===== config.mk =====
export PLATFORM = sky130hd
export DESIGN_NAME = mult_div_unit
export DESIGN_NICKNAME = d
export VERILOG_FILES = /design/src/rtl/mult_div_unit.sv
export SDC_FILE = /design/constraint.sdc
export NUM_CORES = 2
export LEC_CHECK = 0
export CORE_MARGIN = 2
export CORE_UTILIZATION = 65
export CTS_BUF_LIST = sky130_fd_sc_hd__clkbuf_8
export CTS_CLUSTER_SIZE = 30
export DETAILED_ROUTE_END_ITERATION = 16
export PLACE_DENSITY = 0.94
export RECOVER_POWER = 100
export SLEW_MARGIN = 20
export SYNTH_ARGS = -nofsm -noshare
export SYNTH_HDL_FRONTEND = slang
export SYNTH_SLANG_ARGS = --single-unit

===== constraint.sdc =====
create_clock -name clk_I -period 5.64 [get_ports clk_I]
set_input_delay 1.128 -clock clk_I [delete_from_list [all_inputs] [get_ports clk_I]]
set_output_delay 1.128 -clock clk_I [all_outputs]
set_load 0.02 [all_outputs]

===== src/rtl/mult_div_unit.sv =====
// Multi-cycle MULT/MULTU/DIV/DIVU unit with HI/LO registers and MTHI/MTLO writes.
// Define MDU_DIV_EN to build in the restoring divider; otherwise divide starts are ignored.
module mult_div_unit #(
    parameter int MUL_LAT = 5
) (
    input  logic        clk_I,
    input  logic        rst_I,
    input  logic [2:0]  MDOp_I,
    input  logic        MDCTRL_I,
    input  logic [1:0]  MT_I,
    input  logic [31:0] A_I,
    input  logic [31:0] B_I,
    output logic [31:0] HI_O,
    output logic [31:0] LO_O,
    output logic        Ready_O,
    output logic        Busy_O
);

    localparam logic [2:0] OP_MULT  = 3'b001;
    localparam logic [2:0] OP_MULTU = 3'b010;
    localparam logic [2:0] OP_DIV   = 3'b011;
    localparam logic [2:0] OP_DIVU  = 3'b100;
    localparam logic [1:0] MT_HI    = 2'b01;
    localparam logic [1:0] MT_LO    = 2'b10;

    localparam int CW = $clog2(MUL_LAT + 33);
    localparam logic [CW-1:0] MUL_LAST = CW'(MUL_LAT - 1);

    typedef enum logic [1:0] {
        S_IDLE,
        S_MUL,
        S_DIV,
        S_FIX
    } state_t;

    state_t        state_q;
    logic [CW-1:0] cnt_q;
    logic [63:0]   prod_q;
    logic [63:0]   prod_d;
    logic [31:0]   hi_q;
    logic [31:0]   lo_q;
    logic          ready_q;
    logic          busy_q;
    logic          is_mul;
    logic          mul_sgn;

    assign is_mul  = (MDOp_I == OP_MULT) || (MDOp_I == OP_MULTU);
    assign mul_sgn = (MDOp_I == OP_MULT);

    // Zero- or sign-extend to 64 bits so one multiplier serves both forms.
    always_comb begin
        prod_d = {{32{mul_sgn & A_I[31]}}, A_I} * {{32{mul_sgn & B_I[31]}}, B_I};
    end

`ifdef MDU_DIV_EN
    logic [31:0] a_q;
    logic [31:0] b_q;
    logic        sdiv_q;
    logic [31:0] dvs_q;
    logic [31:0] rem_q;
    logic [31:0] quo_q;
    logic [31:0] rem_d;
    logic [31:0] quo_d;
    logic [32:0] sh_d;
    logic [32:0] diff_d;
    logic        is_div;
    logic        sdiv;

    assign is_div = (MDOp_I == OP_DIV) || (MDOp_I == OP_DIVU);
    assign sdiv   = (MDOp_I == OP_DIV);

    // quo_q doubles as the dividend shift register; its top bit feeds rem.
    always_comb begin
        sh_d   = {rem_q, quo_q[31]};
        diff_d = sh_d - {1'b0, dvs_q};
        if (!diff_d[32]) begin
            rem_d = diff_d[31:0];
            quo_d = {quo_q[30:0], 1'b1};
        end else begin
            rem_d = sh_d[31:0];
            quo_d = {quo_q[30:0], 1'b0};
        end
    end
`endif

    always_ff @(posedge clk_I or posedge rst_I) begin
        if (rst_I) begin
            state_q <= S_IDLE;
            cnt_q   <= '0;
            prod_q  <= '0;
            hi_q    <= '0;
            lo_q    <= '0;
            ready_q <= 1'b1;
            busy_q  <= 1'b0;
`ifdef MDU_DIV_EN
            a_q     <= '0;
            b_q     <= '0;
            sdiv_q  <= 1'b0;
            dvs_q   <= '0;
            rem_q   <= '0;
            quo_q   <= '0;
`endif
        end else if (MT_I == MT_HI || MT_I == MT_LO) begin
            state_q <= S_IDLE;
            ready_q <= 1'b1;
            busy_q  <= 1'b0;
            if (MT_I == MT_HI) hi_q <= A_I;
            else               lo_q <= A_I;
        end else begin
            case (state_q)
                S_IDLE: begin
                    if (MDCTRL_I && is_mul) begin
                        prod_q  <= prod_d;
                        cnt_q   <= '0;
                        state_q <= S_MUL;
                        ready_q <= 1'b0;
                        busy_q  <= 1'b1;
                    end
`ifdef MDU_DIV_EN
                    else if (MDCTRL_I && is_div) begin
                        a_q     <= A_I;
                        b_q     <= B_I;
                        sdiv_q  <= sdiv;
                        dvs_q   <= (sdiv && B_I[31]) ? -B_I : B_I;
                        quo_q   <= (sdiv && A_I[31]) ? -A_I : A_I;
                        rem_q   <= '0;
                        cnt_q   <= '0;
                        state_q <= S_DIV;
                        ready_q <= 1'b0;
                        busy_q  <= 1'b1;
                    end
`endif
                end
                S_MUL: begin
                    if (cnt_q == MUL_LAST) begin
                        hi_q    <= prod_q[63:32];
                        lo_q    <= prod_q[31:0];
                        state_q <= S_IDLE;
                        ready_q <= 1'b1;
                        busy_q  <= 1'b0;
                    end else begin
                        cnt_q <= cnt_q + CW'(1);
                    end
                end
`ifdef MDU_DIV_EN
                S_DIV: begin
                    rem_q <= rem_d;
                    quo_q <= quo_d;
                    if (cnt_q == CW'(31)) state_q <= S_FIX;
                    else                  cnt_q   <= cnt_q + CW'(1);
                end
                S_FIX: begin
                    if (b_q == '0) begin
                        hi_q <= a_q;
                        lo_q <= 32'hFFFF_FFFF;
                    end else begin
                        hi_q <= (sdiv_q && a_q[31]) ? -rem_q : rem_q;
                        lo_q <= (sdiv_q && (a_q[31] ^ b_q[31])) ? -quo_q : quo_q;
                    end
                    state_q <= S_IDLE;
                    ready_q <= 1'b1;
                    busy_q  <= 1'b0;
                end
`endif
                default: state_q <= S_IDLE;
            endcase
        end
    end

    assign HI_O    = hi_q;
    assign LO_O    = lo_q;
    assign Ready_O = ready_q;
    assign Busy_O  = busy_q;

endmodule


==> results_dict.tcl, run 1 <==
set metrics [dict create \
    synth.avg_cell_area_um2 9.130 \
    ioPinCount 138 \
    die_w_um 262.6 \
    grt_max_degree 78 \
    synth_top_area_cell "fa_1" \
    lastStage "global routing" \
    grt_first_pass_wirelength_um 508500 \
    synthCells 4763 \
    synth_area_um2 43480 \
    cts.sinks 136 \
    postSynthRegisterBits 136 \
    htreeDepth 4 \
    synthTopCellsByArea "fa_1, inv_1, dfrtp_1" \
    io_buffers 137 \
    cts_buffers 17 \
    root_buffer "clkbuf_8" \
    tool.error "[ERROR GRT-0116] Global routing finished with congestion. Check the congestion regions in the DRC Viewer." \
    clock_path_buffers 2 \
    ys.flop_type "dfrtp_1" \
    synth_top_area_share 0.5179 \
    dp_cells 6040 \
    grt_overflow 6304 \
    die_y_um 262.6 \
    rows 94 \
    grt.total_usage 1.040 \
    synth_cell_types 69 \
    synth_seq_area_share 0.07829 \
    status "aborted with a tool error" \
    syn_nets 6176 \
    start_util 0.6590 \
    synth_edf_count 0 \
    grt_pass1_vias 64180 \
    yosysWarnings 0 \
    async_flop_share 1.000 \
    hpwlAfterDp_um 136400 \
    gp_congestion 1.027 \
]
==> kinds of logic after synthesis <==
family / count (synthesis) / synth area share
AOI/OAI and AO/OA: 380 / 0.05018
adders and majority gates: 1341 / 0.5801
xor gates and xnor gates: 78 / 0.01571
DFF: 136 / 0.07829
buffers and inverters: 1383 / 0.1215
and+or+nand+nor: 1442 / 0.1535
muxes: 3 / 0.0007193
==> metal layers <==
metal  overflow  global-route usage
met1        412              0.9281
met2       4045               1.247
met3        425              0.9137
met4       1360               1.114
met5         62              0.8254
==> timing repair <==
item                       4_1_cts
setup buffers                  206
setup endpoints to repair       57
gates cloned                    33
gates resized for setup        810
hold buffers                     0
pin swaps                      298
==> cell usage after synthesis, types with 2 or more instances <==
library cell / number
a21o_2: 3
o2bb2ai_1: 3
xnor2_1: 52
o31ai_1: 3
and3_1: 18
mux2i_1: 2
dfrtp_1: 135
nor3_1: 9
fa_1: 1125
or3_1: 3
buf_4: 2
nand3b_1: 2
or2_2: 10
o21ai_1: 4
nand4_1: 23
a21o_1: 19
o2111ai_1: 4
o21a_1: 4
o21ai_0: 125
clkbuf_2: 4
o21bai_1: 15
xor2_1: 26
o211ai_1: 3
o22ai_1: 2
ha_1: 216
a21oi_1: 167
and2_1: 361
nor2_1: 95
buf_2: 2
a31oi_1: 7
o31a_1: 2
nor2b_1: 38
nand2b_1: 5
nand2_1: 845
a2111o_1: 3
nor3b_1: 6
clkbuf_8: 4
nand3_1: 16
and4_1: 3
clkbuf_1: 249
a211oi_1: 2
buf_1: 4
inv_1: 1116
==> through the flow <==
stage          setup WS [ps]  hold WS [ps]  area (um2)    util
2_1_floorplan          -2661         439.0       44590       -
3_5_place_dp           -3799         476.5       50550  0.7662
4_1_cts                -2867         499.0       55820  0.8461
3_3_place_gp           -3289         456.0       50530  0.7659
==> inputs of run 2 (changes only) <==
--- a/config.mk
+++ b/config.mk
@@ -6,11 +6,9 @@
 export NUM_CORES = 2
 export LEC_CHECK = 0
 export CORE_MARGIN = 2
-export CORE_UTILIZATION = 65
-export CTS_BUF_LIST = sky130_fd_sc_hd__clkbuf_8
-export CTS_CLUSTER_SIZE = 30
+export CORE_UTILIZATION = 40
 export DETAILED_ROUTE_END_ITERATION = 16
-export PLACE_DENSITY = 0.94
+export PLACE_DENSITY_LB_ADDON = 0.15
 export RECOVER_POWER = 100
 export SLEW_MARGIN = 20
 export SYNTH_ARGS = -nofsm -noshare
==> run 2 against run 1 <==
Net effect: the flow now finishes, with violations (capacitance limit, slew limit, setup timing); synthesized cell count is the same; area after synthesis is the same.
==> results_dict.tcl, run 2 <==
set metrics [dict create \
    core-area_um2 107500 \
    grt_pass1_vias 37640 \
    synth_most_common_cell "fa_1" \
    hpwlAfterDp_um 116800 \
    vias 34370 \
    grt_overflow 0 \
    timing.final.ws_setup_ps -2481 \
    drive_gt1_frac 0.2364 \
    violations "capacitance limit, slew limit, setup timing" \
    synth.avg_cell_area_um2 9.130 \
    largest_reg_flops 64 \
    drcViolationCount 0 \
    ff2ff_setup_slack_ps 1500 \
    cp_slowest_stage_delay_ps 580 \
    rows 120 \
    synth_cell_types 69 \
    wire_per_inst_um 22.59 \
    die_y_um 333.7 \
    synthCells 4763 \
    drv_slew 246 \
    ant_nets 0 \
    netlist_top_cells_count "fa_1, inv_1, nand2_1" \
    clock_path_buffers 2 \
    htreeDepth 4 \
    syn_nets 6176 \
    slew_headroom -0.7020 \
    critPathMostFrequentCell "fa_1" \
    fin_skew_ps 8.665 \
    die_w_um 333.7 \
    drv_cap 4 \
    ys.flop_type "dfrtp_1" \
    nets 6858 \
    crit_family "adder cells" \
    worstMarginPinSlew_ps 2544 \
    fmax_mhz 123.1 \
    rsz0062_at_grt "true" \
    final_cell_mix "inv_1, fa_1, nand2_1" \
    cts_buffers 17 \
    start_util 0.4045 \
    synth_top_area_share 0.5179 \
    root_buffer "clkbuf_16" \
    crit_fanout 7 \
    holdCritPathClass "flip-flop to flip-flop" \
    cts_tree "done" \
    io_buffers 137 \
    synth_seq_area_share 0.07829 \
    holdWs_ps 470.4 \
    critPathRequiredTime_ps 6000 \
    status "complete, but fails checks" \
    synth_area_um2 43480 \
    period_minus_slack_ps 8121 \
    start_kind "input port" \
    clk_pin_slew_ps 60 \
    ioPinCount 138 \
    drt_iter0_markers 2183 \
    setup_violations 56 \
    cts.sinks 136 \
    antenna_found_initial 11 \
    synth_edf_count 0 \
    grt_max_degree 124 \
    mostFrequentLayoutCell "inv_1" \
    period_share 1.440 \
    async_flop_share 1.000 \
    yosysWarnings 0 \
    fillers 9896 \
    cp_num_buf_inv 10 \
    wl_um 155100 \
    synth_top_area_cell "fa_1" \
    path_class "input port to flip-flop" \
    drtPass1Iterations 5 \
    clk_latency_ps 430 \
    crit_slowest_cell "fa_2" \
    grt.total_usage 0.2896 \
    synthTopCellsByArea "fa_1, inv_1, dfrtp_1" \
    endpoint_kind "flip-flop" \
    gp_congestion 0.8997 \
    hold_viol 0 \
    postSynthRegisterBits 136 \
    grt_first_pass_wirelength_um 239900 \
    vias_per_cell 5.006 \
    max_flop_register "prod_q" \
    die_area_um2 111400 \
    area_delta_synth_final_pct 31.18 \
    crit_arrival_ps 8480 \
]
## run 2: cell counts after synthesis
Identical to the previous run, type by type.
## run 2: cell type report
type	count	area [um2]	share of cell area
diodes	4	10.01	0.0001755
clock buffers	18	439.2	0.007699
clock inverters	14	138.9	0.002435
inverters	1116	4207	0.07374
multi-input cells	3244	37050	0.6494
flip-flops and latches	136	3405	0.05968
well taps	1403	1755	0.03077
repair buffers	930	10040	0.1760
## run 2: cell families after synthesis
logic type | count (synthesis) | share of synthesized area
buffers and inverters | 1383 | 0.1215
AO/OA/AOI/OAI | 380 | 0.05018
adder cells (fa/ha/maj) | 1341 | 0.5801
multiplexers | 3 | 0.0007193
AND/OR/NAND/NOR | 1442 | 0.1535
flip-flops | 136 | 0.07829
XOR/XNOR | 78 | 0.01571
## run 2: per-layer routing
metal | up-vias | wire, um | part of all wire | track usage
met5 | - | 0 | 0 | 0
met4 | 0 | 5154 | 0.033 | 0.07744
met3 | 190 | 8588 | 0.055 | 0.03792
met2 | 901 | 74650 | 0.48 | 0.4877
met1 | 18130 | 66700 | 0.43 | 0.3949
li1 | 15150 | - | - | -
## run 2: metrics by stage
step	util	setup slack (ps)	cells	instance area, um2	setup TNS, ps
6_report	0.5306	-2481	6865	57040	-102810
5_1_grt	0.5306	-2651	6862	57040	-113960
4_1_cts	0.5284	-2492	6855	56810	-100960
3_5_place_dp	0.4829	-3564	6640	51920	-152620
3_3_place_gp	0.4829	-3467	6640	51920	-151830
2_1_floorplan	-	-2661	4763	44590	-86310
## run 2: repair_timing
item / CTS / global route
gates resized for setup: 636 / 69
buffers inserted: 164 / 7
hold buffers: 0 / 0
setup endpoints to repair: 56 / 56
pin swaps: 275 / 87
gates cloned: 38 / 0
## run 2: path summary, 6_finish.rpt
kind                                 from    endpoint  cells after the start
max in group asynchronous           rst_I    LO_O[27]                      3
worst max-delay path            MDOp_I[0]  prod_q[60]                     31
min in group asynchronous           rst_I   prod_q[5]                      2
worst max register to register   cnt_q[0]     HI_O[1]                      9
worst min-delay path             LO_O[14]    LO_O[14]                      2
worst min register to register   LO_O[14]    LO_O[14]                      2
## run 2: worst register-to-register path, stage by stage (launching register included)
cell,delay [ps]
dfrtp_1,400
inv_1,100
ha_1,160
nand4bb_1,100
o21ai_0,390
o21ai_0,270
nor2_1,1910
buf_4,530
nor2_1,70
a21oi_1,140
Power of run 2 is not shown: default switching activity piles up to over one toggle a cycle in this logic, so the estimate is an artifact.
